$ cat config.mk
export PLATFORM = sky130hd
export DESIGN_NAME = mem_responder
export DESIGN_NICKNAME = d
export VERILOG_FILES = /design/src/rtl/cpu_mem_pkg.sv /design/src/rtl/word_ram.sv /design/src/rtl/mem_responder.sv
export SDC_FILE = /design/constraint.sdc
export NUM_CORES = 2
export LEC_CHECK = 0
export CAP_MARGIN = 25
export CORE_MARGIN = 2
export CORE_UTILIZATION = 41
export CTS_BUF_LIST = sky130_fd_sc_hd__clkbuf_16
export DETAILED_ROUTE_END_ITERATION = 6
export PLACE_DENSITY_LB_ADDON = 0.25
export SLEW_MARGIN = 20
export SYNTH_ARGS = -nofsm -noshare
export SYNTH_HDL_FRONTEND = slang
export SYNTH_SLANG_ARGS = --single-unit
$ cat constraint.sdc
create_clock -name clk -period 4.74 [get_ports clk]
set_clock_uncertainty 0.1 [all_clocks]
set_input_delay 0.948 -clock clk [delete_from_list [all_inputs] [get_ports clk]]
set_output_delay 0.948 -clock clk [all_outputs]
set_load 0.02 [all_outputs]
$ cat src/rtl/cpu_mem_pkg.sv
// Shared definitions for the processor memory port: responder state
// encoding, data word width and the default wait-state count.
package cpu_mem_pkg;

    localparam int WORD_W          = 16;
    localparam int DEFAULT_LATENCY = 2;

    typedef enum logic [1:0] {
        ST_IDLE  = 2'b00,
        ST_WAIT  = 2'b01,
        ST_RESP  = 2'b10,
        ST_DRAIN = 2'b11
    } mem_state_e;

    // True when the word address has no bits set above the implemented range.
    function automatic logic addr_in_range(input logic [WORD_W-1:0] a, input int aw);
        logic [WORD_W-1:0] hi;
        hi = a >> aw;
        return (hi == 16'd0);
    endfunction

endpackage

$ cat src/rtl/word_ram.sv
// Synchronous single-port word RAM. A read registers mem[addr] into the
// output on the enabled edge; the output holds between reads so it can be
// used directly as the responder's read-data register.
module word_ram
    import cpu_mem_pkg::*;
#(
    parameter int ADDR_W = 8
) (
    input  logic              clk,
    input  logic              rst,
    input  logic              i_en,
    input  logic              i_we,
    input  logic [ADDR_W-1:0] i_addr,
    input  logic [WORD_W-1:0] i_wdata,
    output logic [WORD_W-1:0] o_rdata
);

    localparam int DEPTH = 1 << ADDR_W;

    logic [WORD_W-1:0] r_mem [0:DEPTH-1];
    logic [WORD_W-1:0] r_q;

    // Storage array: written on an enabled write edge, never reset.
    always_ff @(posedge clk) begin
        if (i_en && i_we) begin
            r_mem[i_addr] <= i_wdata;
        end
    end

    // Read-data register: updated only by an enabled read, cleared by reset.
    always_ff @(posedge clk or posedge rst) begin
        if (rst) begin
            r_q <= 16'd0;
        end else if (i_en && !i_we) begin
            r_q <= r_mem[i_addr];
        end
    end

    assign o_rdata = r_q;

endmodule

$ cat src/rtl/mem_responder.sv
// Wait-stated memory responder: accepts one fetch/load/store at a time,
// inserts LATENCY wait cycles, pulses done, then waits for the requester
// to drop its request before accepting another.
module mem_responder
    import cpu_mem_pkg::*;
#(
    parameter int ADDR_W  = 8,
    parameter int LATENCY = DEFAULT_LATENCY
) (
    input  logic              clk,
    input  logic              rst,
    input  logic              req_ifetch,
    input  logic              req_read,
    input  logic              req_write,
    input  logic [WORD_W-1:0] addr,
    input  logic [WORD_W-1:0] wdata,
    output logic [WORD_W-1:0] rdata,
    output logic              done,
    output logic              busy,
    output logic              err
);

    localparam logic [3:0] LAT_C = 4'(LATENCY);

    mem_state_e        r_state;
    mem_state_e        w_next;
    logic [3:0]        r_cnt;
    logic [ADDR_W-1:0] r_addr;
    logic [WORD_W-1:0] r_wdata;
    logic              r_is_write;
    logic              r_err;

    logic              w_read_cls;
    logic              w_any;
    logic              w_conflict;
    logic              w_oor;
    logic              w_accept;
    logic              w_reject;
    logic              w_ram_en;
    logic              w_ram_we;
    logic [ADDR_W-1:0] w_ram_addr;
    logic [WORD_W-1:0] w_ram_wdata;
    logic [WORD_W-1:0] w_ram_q;

    assign w_read_cls = req_ifetch | req_read;
    assign w_any      = w_read_cls | req_write;
    assign w_conflict = w_read_cls & req_write;
    assign w_oor      = ~addr_in_range(addr, ADDR_W);
    assign w_reject   = w_any & (w_conflict | w_oor);
    assign w_accept   = w_any & ~w_conflict & ~w_oor;

    // State register and the registered reject pulse.
    always_ff @(posedge clk or posedge rst) begin
        if (rst) begin
            r_state <= ST_IDLE;
            r_err   <= 1'b0;
        end else begin
            r_state <= w_next;
            r_err   <= (r_state == ST_IDLE) && w_reject;
        end
    end

    // Request latches and wait counter; loaded only when a request is accepted.
    always_ff @(posedge clk or posedge rst) begin
        if (rst) begin
            r_cnt      <= 4'd0;
            r_addr     <= {ADDR_W{1'b0}};
            r_wdata    <= 16'd0;
            r_is_write <= 1'b0;
        end else if ((r_state == ST_IDLE) && w_accept) begin
            r_cnt      <= LAT_C;
            r_addr     <= addr[ADDR_W-1:0];
            r_wdata    <= wdata;
            r_is_write <= req_write;
        end else if ((r_state == ST_WAIT) && (r_cnt != 4'd0)) begin
            r_cnt      <= r_cnt - 4'd1;
        end
    end

    // Next-state decode; the RAM is driven in the cycle before RESP so that
    // the write commits and read data lands on the edge entering RESP.
    always_comb begin
        w_next      = r_state;
        w_ram_en    = 1'b0;
        w_ram_we    = 1'b0;
        w_ram_addr  = r_addr;
        w_ram_wdata = r_wdata;
        case (r_state)
            ST_IDLE: begin
                if (w_reject) begin
                    w_next = ST_DRAIN;
                end else if (w_accept) begin
                    if (LAT_C == 4'd0) begin
                        // Zero wait states: access straight from the request inputs.
                        w_next      = ST_RESP;
                        w_ram_en    = 1'b1;
                        w_ram_we    = req_write;
                        w_ram_addr  = addr[ADDR_W-1:0];
                        w_ram_wdata = wdata;
                    end else begin
                        w_next = ST_WAIT;
                    end
                end else begin
                    w_next = ST_IDLE;
                end
            end
            ST_WAIT: begin
                if (r_cnt <= 4'd1) begin
                    w_next   = ST_RESP;
                    w_ram_en = 1'b1;
                    w_ram_we = r_is_write;
                end else begin
                    w_next = ST_WAIT;
                end
            end
            ST_RESP: begin
                w_next = ST_DRAIN;
            end
            ST_DRAIN: begin
                if (w_any) begin
                    w_next = ST_DRAIN;
                end else begin
                    w_next = ST_IDLE;
                end
            end
            default: begin
                w_next = ST_IDLE;
            end
        endcase
    end

    word_ram #(
        .ADDR_W (ADDR_W)
    ) u_ram (
        .clk     (clk),
        .rst     (rst),
        .i_en    (w_ram_en),
        .i_we    (w_ram_we),
        .i_addr  (w_ram_addr),
        .i_wdata (w_ram_wdata),
        .o_rdata (w_ram_q)
    );

    assign rdata = w_ram_q;
    assign done  = (r_state == ST_RESP);
    assign busy  = (r_state == ST_WAIT) || (r_state == ST_RESP);
    assign err   = r_err;

endmodule

==> flow_metrics.env <==
export IMPL_ys_ff_latch=4144
export IMPL_post_synth_cell_area_avg_sq_um=21.9
export IMPL_grt_setup_unrepaired="false"
export IMPL_netlist_instances=7290
export IMPL_die_x_um=629
export IMPL_slew_headroom=0.156
export IMPL_critPathLaunchType="flop"
export IMPL_critPathMaxFanout=72
export IMPL_category_of_the_most_critical_setup_path="flop to flop"
export IMPL_synth_most_common_cell="edfxtp_1"
export IMPL_die_height_um=629
export IMPL_grt_first_pass_wirelength_um=637000
export IMPL_vias_after_detailed_routing=80200
export IMPL_design_final_nets=7967
export IMPL_area_growth_pct=14.9
export IMPL_clock_root_buffer="clkbuf_16"
export IMPL_final_setup_viol_count=0
export IMPL_wl_per_cell_um=33.9
export IMPL_h_tree_depth=5
export IMPL_detail_route_first_pass_iterations=7
export IMPL_yosysWarningCount=0
export IMPL_core_region_area_sq_um=389000
export IMPL_place_congestion=0.889
export IMPL_initial_utilization=0.411
export IMPL_cts_sink_count=4144
export IMPL_synthArstFlopShare=0.0116
export IMPL_maximum_vdd_ir_drop_mv=0.304
export IMPL_whs_ps=193
export IMPL_slew_viol_final=0
export IMPL_route_detailed_drc=16
export IMPL_setup_worst_path_end_class="flop"
export IMPL_buffers_added_on_ports=55
export IMPL_synth_top_cells_by_area="edfxtp_1 (77%), mux4_2 (13%), mux2i_1 (2.4%)"
export IMPL_outcome="finished, violations left"
export IMPL_synth_cell_area_sq_um=160000
export IMPL_clock_transition_at_path_regs_ps=60
export IMPL_yosysSeqAreaShare=0.777
export IMPL_synthTopCellsByCount="edfxtp_1 (4096), mux4_2 (927), mux2i_1 (376), nor2_1 (323), nand2_1 (229)"
export IMPL_cts_setup_buffers=0
export IMPL_place_hpwl_um=279000
export IMPL_final_antenna_net_count=0
export IMPL_grt_overflow=0
export IMPL_post_cts_hold_buffer_count=0
export IMPL_synth_top_flop_cell="edfxtp_1"
export IMPL_postLayoutSetupSlackWorst_ps=428
export IMPL_cts_tree="built"
export IMPL_layout_worst_path_cycle_share=0.910
export IMPL_timing_fmax_ghz=0.232
export IMPL_synth_top_cell_area_share=0.769
export IMPL_grt_pass1_vias=79700
export IMPL_synth_area_leader_cell="edfxtp_1"
export IMPL_boundaryPins=56
export IMPL_core_rowCount=229
export IMPL_fp_dieArea_sq_um=395000
export IMPL_yosysUniqueCellTypes=74
export IMPL_number_of_antenna_violations_at_the_first_check_in_global_routing=14
export IMPL_synth_fp_nets=7337
export IMPL_first_iter_violations=10600
export IMPL_report_final_hold_viol_count=0
export IMPL_post_route_total_power_w=0.0749
export IMPL_post_route_cells_drive_above_1_share=0.282
export IMPL_number_of_enable_flip_flop_cells_after_synthesis=4096
export IMPL_dp_slack_ps=398
export IMPL_violated_checks="design-rule violations"
export IMPL_max_cap_viol_count=0
export IMPL_largest_net_degree_at_the_start_of_global_routing=177
export IMPL_p_per_area_nw_per_um2=407
export IMPL_clkLatencyLatePin_ps=1010
export IMPL_totalNegativeSetupSlack_ps=0
export IMPL_leakagePower_nw=68.0
export IMPL_timing_worst_slew_pin_value_ps=1270
export IMPL_grt_util_all_layers=0.228
export IMPL_worstPathArrival_ps=5060
export IMPL_cts_buffers=419
export IMPL_cts_max_path_buffers=4
export IMPL_holdCritPathClass="input port to async pin"
export IMPL_detail_route_vias_per_cell=5.95
export IMPL_critPathRequiredTime_ps=5480
export IMPL_cts_repair_resize_count=0
export IMPL_finalWirelength_um=457000
export IMPL_period_minus_slack_ps=4310
## path summary, 6_finish.rpt
check / start / endpoint / slack (ps) / cells after the start
setup / recovery: r_addr[1] / u_ram.o_rdata[7] / 430 / 9
hold / removal: rst / r_wdata[13] / 190 / 2
setup reg to reg: r_addr[1] / u_ram.o_rdata[7] / 430 / 9
hold reg to reg: r_cnt[1] / r_cnt[1] / 430 / 1
max in group asynchronous: rst / r_addr[0] / 3240 / 3
min in group clk: r_cnt[1] / r_cnt[1] / 430 / 1
## cell type report
type                            instances  area (sq um)
Fill cell                           31700        205000
Clock buffer                          425         10600
Inverter                               15          68.8
Multi-Input combinational cell       2713         33500
Clock inverter                        350          3000
Timing Repair Buffer                  627          5770
Antenna cell                            8          20.0
Sequential cell                      4144        124000
Tap cell                             5197          6500
## logic make-up (layout without fill, tap and decap cells)
kind of cell / after synthesis / count (layout) / synth area share
compound gates: 610 / 610 / 0.0264
xor+xnor: 3 / 3 / 0.000164
fa+ha+maj: 10 / 10 / 0.000782
buf+inv: 433 / 1417 / 0.0166
flops: 4144 / 4144 / 0.777
mux: 1386 / 1386 / 0.161
other cells: 0 / 8 / 0
simple gates: 704 / 704 / 0.0187
## sequential cells by signal, indices dropped and copies added (netlist names)
register and flops:
r_state 2, r_cnt 4, u_ram.o_rdata 16, err 1, r_addr 8, r_wdata 16, u_ram.r_mem 4096, r_is_write 1
## cell usage in the layout (no fill, tap or decap), types with 69 or more instances in the layout
cell type / instances
o22ai_1: 76
inv_1: 109
clkinv_2: 77
clkbuf_16: 425
nand2_1: 213
mux2i_1: 376
buf_4: 493
nor2_2: 87
edfxtp_1: 4096
o21ai_0: 74
a21oi_1: 107
clkinv_1: 86
a22oi_1: 123
buf_12: 69
mux2_2: 75
mux4_2: 927
nor2_1: 221
## per-stage QoR
step / area (sq um) / cells / utilization
floorplan: 160000 / 7290 / -
global placement: 170000 / 12700 / 0.437
detailed placement: 170000 / 12700 / 0.437
CTS: 184000 / 13500 / 0.472
global route: 184000 / 13500 / 0.473
finish: 184000 / 13500 / 0.473
## power by group
group	switching [W]	internal, W
clock	0.0141	0.0187
combinational	0.00131	0.000698
sequential	0.000148	0.0399
total	0.0156	0.0593
## critical path: stages (launching register included)
cell and delay [ps]:
dfrtp_4 860, buf_12 480, buf_12 320, mux4_2 580
and3_1 220, a2111oi_1 830, buf_4 230, o21ai_1 70
o32ai_2 240, o31ai_1 100
## per-layer routing
metal,global-route usage,share of wire
met5,0,0.000072
met1,0.321,0.40
met2,0.353,0.47
met3,0.0479,0.091
met4,0.0801,0.039
(Power assumes the default switching activity.)
